`src/rtl/ws2812_receiver.sv`:
```
// WS2812 single-wire NRZ decoder: recovers 24-bit pixel words and frame boundaries.
// Define WS2812_RX_FORWARD_EN to add the dout daisy-chain pass-through output.
module ws2812_receiver #(
  parameter int unsigned BIT_THRESH   = 26,
  parameter int unsigned MIN_HIGH     = 5,
  parameter int unsigned MAX_HIGH     = 50,
  parameter int unsigned RESET_CYCLES = 2500,
  parameter int unsigned MAX_PIXELS   = 1024
) (
  input  logic        clk_i,
  input  logic        rst_i,
  input  logic        din_i,
  output logic [23:0] pixel_data_o,
  output logic        pixel_valid_o,
  output logic [15:0] pixel_idx_o,
  output logic        frame_done_o,
  output logic [15:0] frame_pixels_o,
  output logic        err_o,
`ifdef WS2812_RX_FORWARD_EN
  output logic        dout_o,
`endif
  output logic        busy_o
);

  localparam int unsigned HW = $clog2(MAX_HIGH + 2);
  localparam int unsigned LW = $clog2(RESET_CYCLES + 1);

  localparam logic [HW-1:0] HighOne = HW'(1);
  localparam logic [HW-1:0] HighMin = HW'(MIN_HIGH);
  localparam logic [HW-1:0] HighMax = HW'(MAX_HIGH);
  localparam logic [HW-1:0] HighThr = HW'(BIT_THRESH);
  localparam logic [LW-1:0] LowOne  = LW'(1);
  localparam logic [LW-1:0] LowEnd  = LW'(RESET_CYCLES);
  localparam logic [15:0]   PixMax  = 16'(MAX_PIXELS - 1);

  localparam logic [1:0] StSync = 2'd0;
  localparam logic [1:0] StIdle = 2'd1;
  localparam logic [1:0] StHigh = 2'd2;
  localparam logic [1:0] StLow  = 2'd3;

  logic          din_s1_q, din_s2_q, din_h_q;
  logic [1:0]    state_q, state_d;
  logic [HW-1:0] high_cnt_q, high_cnt_d;
  logic [LW-1:0] low_cnt_q, low_cnt_d;
  logic [22:0]   shift_q, shift_d;
  logic [4:0]    bit_cnt_q, bit_cnt_d;
  logic [15:0]   word_cnt_q, word_cnt_d;
  logic          got_bit_q, got_bit_d;
  logic          busy_q, busy_d;
  logic [23:0]   pixel_data_q, pixel_data_d;
  logic          pixel_valid_q, pixel_valid_d;
  logic [15:0]   pixel_idx_q, pixel_idx_d;
  logic          frame_done_q, frame_done_d;
  logic [15:0]   frame_pixels_q, frame_pixels_d;
  logic          err_q, err_d;
  logic          rise, fall;
  logic [23:0]   shift_in;

  assign rise = din_s2_q & ~din_h_q;
  assign fall = ~din_s2_q & din_h_q;

  always_comb begin
    state_d        = state_q;
    high_cnt_d     = high_cnt_q;
    low_cnt_d      = low_cnt_q;
    shift_d        = shift_q;
    bit_cnt_d      = bit_cnt_q;
    word_cnt_d     = word_cnt_q;
    got_bit_d      = got_bit_q;
    busy_d         = busy_q;
    pixel_data_d   = pixel_data_q;
    pixel_valid_d  = 1'b0;
    pixel_idx_d    = pixel_idx_q;
    frame_done_d   = 1'b0;
    frame_pixels_d = frame_pixels_q;
    err_d          = 1'b0;
    shift_in       = {shift_q, (high_cnt_q >= HighThr)};

    case (state_q)
      StSync: begin
        if (din_s2_q) begin
          low_cnt_d = '0;
        end else if (low_cnt_q == LowEnd - LowOne) begin
          state_d   = StIdle;
          low_cnt_d = '0;
        end else begin
          low_cnt_d = low_cnt_q + LowOne;
        end
      end
      StIdle: begin
        if (rise) begin
          state_d    = StHigh;
          high_cnt_d = HighOne;
          busy_d     = 1'b1;
        end
      end
      StHigh: begin
        if (fall) begin
          if (high_cnt_q < HighMin) begin
            err_d = 1'b1;
          end else begin
            shift_d   = shift_in[22:0];
            got_bit_d = 1'b1;
            if (bit_cnt_q == 5'd23) begin
              pixel_data_d  = shift_in;
              pixel_valid_d = 1'b1;
              pixel_idx_d   = word_cnt_q;
              bit_cnt_d     = '0;
              if (word_cnt_q != PixMax) word_cnt_d = word_cnt_q + 16'd1;
            end else begin
              bit_cnt_d = bit_cnt_q + 5'd1;
            end
          end
          state_d   = StLow;
          low_cnt_d = LowOne;
        end else if (high_cnt_q >= HighMax) begin
          // Overlong high: we may be mid-frame of an unknown stream, so resync.
          err_d      = 1'b1;
          bit_cnt_d  = '0;
          word_cnt_d = '0;
          got_bit_d  = 1'b0;
          busy_d     = 1'b0;
          low_cnt_d  = '0;
          state_d    = StSync;
        end else begin
          high_cnt_d = high_cnt_q + HighOne;
        end
      end
      StLow: begin
        if (rise) begin
          state_d    = StHigh;
          high_cnt_d = HighOne;
        end else if (low_cnt_q == LowEnd - LowOne) begin
          frame_done_d = got_bit_q;
          if (got_bit_q) frame_pixels_d = word_cnt_q;
          err_d      = (bit_cnt_q != 5'd0);
          bit_cnt_d  = '0;
          word_cnt_d = '0;
          got_bit_d  = 1'b0;
          busy_d     = 1'b0;
          low_cnt_d  = '0;
          state_d    = StIdle;
        end else begin
          low_cnt_d = low_cnt_q + LowOne;
        end
      end
      default: state_d = StSync;
    endcase
  end

  always_ff @(posedge clk_i or posedge rst_i) begin
    if (rst_i) begin
      din_s1_q       <= 1'b0;
      din_s2_q       <= 1'b0;
      din_h_q        <= 1'b0;
      state_q        <= StSync;
      high_cnt_q     <= '0;
      low_cnt_q      <= '0;
      shift_q        <= '0;
      bit_cnt_q      <= '0;
      word_cnt_q     <= '0;
      got_bit_q      <= 1'b0;
      busy_q         <= 1'b0;
      pixel_data_q   <= '0;
      pixel_valid_q  <= 1'b0;
      pixel_idx_q    <= '0;
      frame_done_q   <= 1'b0;
      frame_pixels_q <= '0;
      err_q          <= 1'b0;
    end else begin
      din_s1_q       <= din_i;
      din_s2_q       <= din_s1_q;
      din_h_q        <= din_s2_q;
      state_q        <= state_d;
      high_cnt_q     <= high_cnt_d;
      low_cnt_q      <= low_cnt_d;
      shift_q        <= shift_d;
      bit_cnt_q      <= bit_cnt_d;
      word_cnt_q     <= word_cnt_d;
      got_bit_q      <= got_bit_d;
      busy_q         <= busy_d;
      pixel_data_q   <= pixel_data_d;
      pixel_valid_q  <= pixel_valid_d;
      pixel_idx_q    <= pixel_idx_d;
      frame_done_q   <= frame_done_d;
      frame_pixels_q <= frame_pixels_d;
      err_q          <= err_d;
    end
  end

`ifdef WS2812_RX_FORWARD_EN
  logic fwd_en_q, fwd_en_d;
  logic dout_q, dout_d;

  // Pass-through opens after the first word and closes whenever the FSM leaves the frame.
  always_comb begin
    fwd_en_d = fwd_en_q;
    if (pixel_valid_d) fwd_en_d = 1'b1;
    if (state_d == StIdle || state_d == StSync) fwd_en_d = 1'b0;
    dout_d = fwd_en_d & din_s2_q;
  end

  always_ff @(posedge clk_i or posedge rst_i) begin
    if (rst_i) begin
      fwd_en_q <= 1'b0;
      dout_q   <= 1'b0;
    end else begin
      fwd_en_q <= fwd_en_d;
      dout_q   <= dout_d;
    end
  end

  assign dout_o = dout_q;
`endif

  assign pixel_data_o   = pixel_data_q;
  assign pixel_valid_o  = pixel_valid_q;
  assign pixel_idx_o    = pixel_idx_q;
  assign frame_done_o   = frame_done_q;
  assign frame_pixels_o = frame_pixels_q;
  assign err_o          = err_q;
  assign busy_o         = busy_q;

endmodule

```
`config.mk`:
```
export PLATFORM = sky130hd
export DESIGN_NAME = ws2812_receiver
export DESIGN_NICKNAME = d
export VERILOG_FILES = /design/src/rtl/ws2812_receiver.sv
export SDC_FILE = /design/constraint.sdc
export NUM_CORES = 1
export LEC_CHECK = 0
export BUFFER_PORTS_ARGS = -buffer_cell sky130_fd_sc_hd__buf_4
export CAP_MARGIN = 20
export CELL_PAD_IN_SITES_DETAIL_PLACEMENT = 0
export CELL_PAD_IN_SITES_GLOBAL_PLACEMENT = 1
export CORE_ASPECT_RATIO = 1.75
export CORE_UTILIZATION = 42
export CTS_CLUSTER_DIAMETER = 120
export DETAILED_ROUTE_END_ITERATION = 10
export GPL_TIMING_DRIVEN = 0
export PLACE_DENSITY = 0.84
export SYNTH_ARGS = -nofsm -noshare
export SYNTH_HDL_FRONTEND = slang
export SYNTH_SLANG_ARGS = --single-unit
```
`constraint.sdc`:
```
create_clock -name clk_i -period 3.65 [get_ports clk_i]
set_input_delay 0.1825 -clock clk_i [delete_from_list [all_inputs] [get_ports clk_i]]
set_output_delay 0.1825 -clock clk_i [all_outputs]
set_load 0.01 [all_outputs]
```
After elaboration in Yosys (flattened, before gate mapping). Index checks and enable logic that the tools add are counted.

Logic and storage cells: 118. Register bits after elaboration: 128. Output and inout bits: 60.

Mux-type cells: 54. Add/subtract/negate cells: 4. Bitwise logic cells: 6. $lt $le $gt $ge: 3. Reductions and logical operators: 16. Equality and inequality tests: 18.

Operator list (count): 16-bit two-way mux (7); 12-bit two-way mux (5); 12-bit one-hot mux with 3 select lines (1); 16-bit one-hot mux with 2 select lines (1); 5-bit two-way mux (6); 1-bit two-way mux (19); 6-bit two-way mux (3); 16-bit by 1-bit adder with 16-bit output, second input constant (1); 16-bit by 10-bit inequality test with 1-bit output, second input constant (1); 2-bit inequality test, second input constant (7); 12-bit by 1-bit adder with 12-bit output, second input constant (1); 12-bit == test, second input constant (1); 2-bit two-way mux (6); 3-bit inequality test, second input constant (4); 6-bit one-hot mux with 2 select lines (1); 4-bit AND reduction (3); 5-bit one-hot mux with 2 select lines (1); 3-bit AND reduction (3); 2-bit one-hot mux with 4 select lines (1); 7-bit AND reduction (1); 6-bit by 1-bit adder with 6-bit output, second input constant (1); 6-bit by 5-bit >= comparator with 1-bit output, second input constant (1); 6-bit >= comparator, second input constant (1); 6-bit by 3-bit less-than comparator with 1-bit output, second input constant (1); other kinds (16) (24).

Depth between registers and ports, before layout.
Depth after elaboration: 6. Depth in mapped cells: 10. Gate-level depth less buffers: 8.

Least setup slack after synthesis. Ideal clock, no wire load.

Path kind: register to register. From: register high_cnt_q[0]. To: register pixel_data_q[10], in the netlist pixel_data_o[10]. Period minus slack after synthesis: 2.165 ns. Path slack: 1.485 ns. Arrival time: 2.040 ns. Library setup time: 0.125 ns. Cell stages (with the launch flop): 9. Cells stage by stage: dfrtp_1 inv_1 ha_1 nand2b_1 a211o_1 buf_2 nor2_1 buf_2 mux2_2.

Cells in the longest elaborated chain, start to end: 3.

Ends and longest elaborated chain: start: declaration (line 43) `logic [HW-1:0] high_cnt_q, high_cnt_d;`; start signal: assignment (line 175) `high_cnt_q <= high_cnt_d;`; 6-bit by 3-bit less-than comparator with 1-bit output (line 99) `if (high_cnt_q < HighMin) begin`; 1-bit inverter (no source line); 4-bit AND reduction (no source line); end signal: assignment (line 182) `pixel_data_q <= pixel_data_d;`; end: declaration (line 50) `logic [23:0] pixel_data_q, pixel_data_d;`.

Every way passes these cells. A chain may end at the register's enable or synchronous reset.

Worst setup path after layout.
From: register low_cnt_q[0]. To: register frame_pixels_q[0], in the netlist frame_pixels_o[0].

Cells in the longest elaborated chain, start to end: 2.

Ends and longest elaborated chain: start: declaration (line 44) `logic [LW-1:0] low_cnt_q, low_cnt_d;`; start signal: assignment (line 176) `low_cnt_q <= low_cnt_d;`; 12-bit == test (line 133) `end else if (low_cnt_q == LowEnd - LowOne) begin`; 4-bit AND reduction (no source line); end signal: assignment (line 186) `frame_pixels_q <= frame_pixels_d;`; end: declaration (line 54) `logic [15:0] frame_pixels_q, frame_pixels_d;`.

Every way passes these cells.

==> qor.log <==
[run_status] result of the run completed
[worst_setup_path] r2r endpoint frame_pixels_o[0]
[placement] placed wire-length estimate 8020 µm
[synthesis] number of nets in the synthesized netlist 507
[floorplanning] Die W 89.3 µm
[finish] Fill cells 1,138
[clock_network] Num CTS Buffers 17
[power_and_ir_drop] power consumption 0.00328 W
[global_routing] vias in the first global route 4,013
[global_routing] number of antenna violations at the first check in global routing 0
[hold_path] Min-Delay Startpoint din_s1_q
[clock_network] number of gates given a new drive strength after cts 0
[placement] Placed Instances 731
[finish] count of non-filler cells in the finished layout 765
[sta] setup total negative slack 0 ps
[sta] unrepaired setup endpoints after global routing no
[sta] Max Clk Rate 380 MHz
[drt] detailed-router iteration count before antenna repair 4
[sta] final setup violation count 0
[clock_network] Num Clock Sinks 128
[worst_setup_path] critical path class flop to flop
[placement] GPL Wtd Cong 0.840
[worst_setup_path] endpoint arrival time on the critical path 2910 ps
[drt] average vias per placed instance 5.26
[finish] Layout area overhead 24.4%
[placement] placed cell areas 6310 µm²
[synthesis] Seq cells post-synth 128
[worst_setup_path] CP max FO 10
[floorplanning] overall die height 155 µm
[synthesis] number of standard cells after synthesis 497
[synthesis] number of distinct library cells after synthesis 57
[hold_path] Hold Path Stages 0
[drt] wirelength, routed 11,400 µm
[worst_setup_path] list of cells traversed by the critical path ha_1 > nor4b_2 > nand3_2 > nor4b_4 > buf_4 > mux2_1
[global_routing] total grt overflow 0
[drt] number of violations reported at the end of detailed-routing iteration 0 189
[finish] commonest cells after routing, fill and taps aside 128 x sky130_fd_sc_hd__dfrtp_1, 88 x sky130_fd_sc_hd__nand2_1, 64 x sky130_fd_sc_hd__buf_4, 47 x sky130_fd_sc_hd__mux2_2, 31 x sky130_fd_sc_hd__nor2_1
[drt] DR WL/cell 14.9 µm
[sta] Final period util 0.721
[worst_setup_path] Critical Path RT 3930 ps
[synthesis] synthesized area divided by synthesized cell count 11.3 µm²
[worst_setup_path] startpoint class of the critical path flop
[finish] cell area after layout 6960 µm²
[finish] multi-input gate area in the final layout 2260 µm²
[synthesis] sequential cell area fraction in the yosys report 0.572
[clock_network] total setup buffers inserted after CTS 0
[power_and_ir_drop] worst vdd rail ir drop 0.000314 V
[sta] final hold violation count 0
[finish] share of final-layout standard cells stronger than drive strength 1 0.281
[synthesis] Synth top area share 0.572
[hold_path] Min-Delay Endpoint din_s2_q
[worst_setup_path] critical register-to-register path startpoint low_cnt_q[0]
[clock_network] Skew-Pair Late Insertion Delay 410 ps
[clock_network] buffer type at the clock tree root sky130_fd_sc_hd__clkbuf_16
[finish] Register Area 3200 µm²
[finish] ant diodes 0
[global_routing] wire length of the first global-routing pass 19,200 µm
[clock_network] clock-pin slew of the registers on the worst-case setup and hold paths 60 ps
[sta] Tightest Pin Transition 649 ps
[drt] vias 4,022
[synthesis] leading register cell type out of synthesis sky130_fd_sc_hd__dfrtp_1
[synthesis] top cell type by total area after synthesis sky130_fd_sc_hd__dfrtp_1
[sta] Hold Worst Slack 347 ps
[placement] Port Buffer Count 62
[sta] worst clock skew on the final layout 8.78 ps
[drt] number of routed nets with antenna violations 0
[synthesis] proportion of synthesized flip-flops having asynchronous set or reset 1.00
[floorplanning] Row Count 55
[job] maximum capacitance violations 0
[finish] # nets final 591
[floorplanning] Std-Cell Core Area 12,900 µm²
[synthesis] number of enable flip-flop cells after synthesis 0
[power_and_ir_drop] Lkg Pwr 3.46 nW
[sta] Period minus WS final 2630 ps
[sta] Slew Limit Headroom 0.566
[worst_setup_path] kind of end point of the critical path flop
[power_and_ir_drop] Pwr Density 470 nW/µm²
[synthesis] dominant cells by area after synthesis sky130_fd_sc_hd__dfrtp_1 57%, sky130_fd_sc_hd__mux2_2 9.5%, sky130_fd_sc_hd__nand2_1 5.9%
[worst_setup_path] cells on worst reg2reg path 6
[drt] Remaining DRCs 0
[synthesis] count of synthesis-stage warnings from yosys 0
[clock_network] number of buffers added to fix hold violations after cts 2
[sta] total count of max-transition violations in the final report 0
[global_routing] largest net degree at the start of global routing 80
[floorplanning] Initial Utilization 0.433
[clock_network] maximum buffer depth of the clock tree 2
[worst_setup_path] flop2flop setup slack 1020 ps
[clock_network] TritonCTS clock tree done
[hold_path] Hold/Removal Path Class flop to flop
[floorplanning] die footprint 13,800 µm²
[floorplanning] number of ports placed on the die boundary 63
[finish] leading cell type in the layout, fill and taps excluded sky130_fd_sc_hd__dfrtp_1
[global_routing] Global Route Usage Sum 0.180
[synthesis] Mapped Area 5600 µm²
[clock_network] H-tree lvl count 4
[worst_setup_path] slowest cell on the critical path sky130_fd_sc_hd__nor4b_4
[worst_setup_path] Worst path max stage delay 660 ps
[kinds of logic after synthesis]
| family | synth area share |
|---|---|
| mux | 0.116 |
| compound gates | 0.0948 |
| simple gates | 0.165 |
| xor+xnor | 0.0125 |
| flops | 0.572 |
| buf+inv | 0.0235 |
| fa+ha+maj | 0.0156 |
[metrics by stage]
stage	utilization	setup WS (ps)
after floorplan	-	54.9
after global placement	0.485	-1190
after detailed placement	0.488	1030
after CTS	0.538	992
after global routing	0.538	854
final	0.538	1020
[layer usage]
metal | vias up | GRT usage | share of wire
met5 | - | 0 | 0
met4 | 0 | 0.0726 | 0.014
met3 | 14 | 0.0336 | 0.026
met2 | 64 | 0.317 | 0.56
met1 | 2027 | 0.211 | 0.40
li1 | 1917 | - | -
[flip-flops by register name (all words and copies together) (netlist names), 2 cells and up]
signal	flops
bit_cnt_q	5
pixel_idx_o	16
state_q	2
high_cnt_q	6
pixel_data_o	24
low_cnt_q	12
word_cnt_q	16
shift_q	23
frame_pixels_o	16
[worst max-delay path by stage]
| stage | start | to | slack [ps] | depth (start not counted) |
|---|---|---|---|---|
| 2_1_floorplan | rst_i | bit_cnt_q[0] | 50 | 1 |
| 3_3_place_gp | rst_i | err_o | -1190 | 2 |
| 3_5_place_dp | low_cnt_q[0] | frame_pixels_o[0] | 1030 | 6 |
| 4_1_cts | low_cnt_q[0] | frame_pixels_o[0] | 990 | 6 |
| 5_1_grt | low_cnt_q[0] | frame_pixels_o[0] | 850 | 6 |
| 6_report | low_cnt_q[0] | frame_pixels_o[0] | 1020 | 6 |
[worst max-delay path, delay by kind of cell, from the launching register on]
kind | cells | cell delay [ps]
AND/OR/NAND/NOR | 3 | 1190
flip-flops | 1 | 410
multiplexers | 1 | 350
buffers and inverters | 1 | 310
adder cells (fa/ha/maj) | 1 | 250
[synth_stat cells (7+ instances only)]
cell type                  count
sky130_fd_sc_hd__nand2_1      88
sky130_fd_sc_hd__and3_1        7
sky130_fd_sc_hd__clkbuf_1     10
sky130_fd_sc_hd__ha_1          7
sky130_fd_sc_hd__inv_1         9
sky130_fd_sc_hd__nor2_1       31
sky130_fd_sc_hd__mux2_2       47
sky130_fd_sc_hd__xnor2_1       7
sky130_fd_sc_hd__a21oi_1      15
sky130_fd_sc_hd__o31ai_1      11
sky130_fd_sc_hd__o21ai_0      28
sky130_fd_sc_hd__dfrtp_1     128
sky130_fd_sc_hd__nand3_1      16
sky130_fd_sc_hd__mux2_1        9
[power breakdown]
part,switching (W),total [W],internal (W)
combinational,0.0000389,0.0000525,0.0000136
sequential,0.00000601,0.00143,0.00142
clock,0.000640,0.00179,0.00115
[cell type report]
class                   instances  area share
clock buffers                  17      0.0611
repair buffers                 65      0.0737
well taps                     171      0.0307
plain buffers                  20      0.0140
clock inverters                15      0.0298
inverters                       9     0.00557
flip-flops and latches        128       0.460
multi-input cells             340       0.325
No activity file was read; power rests on OpenSTA's default activity.
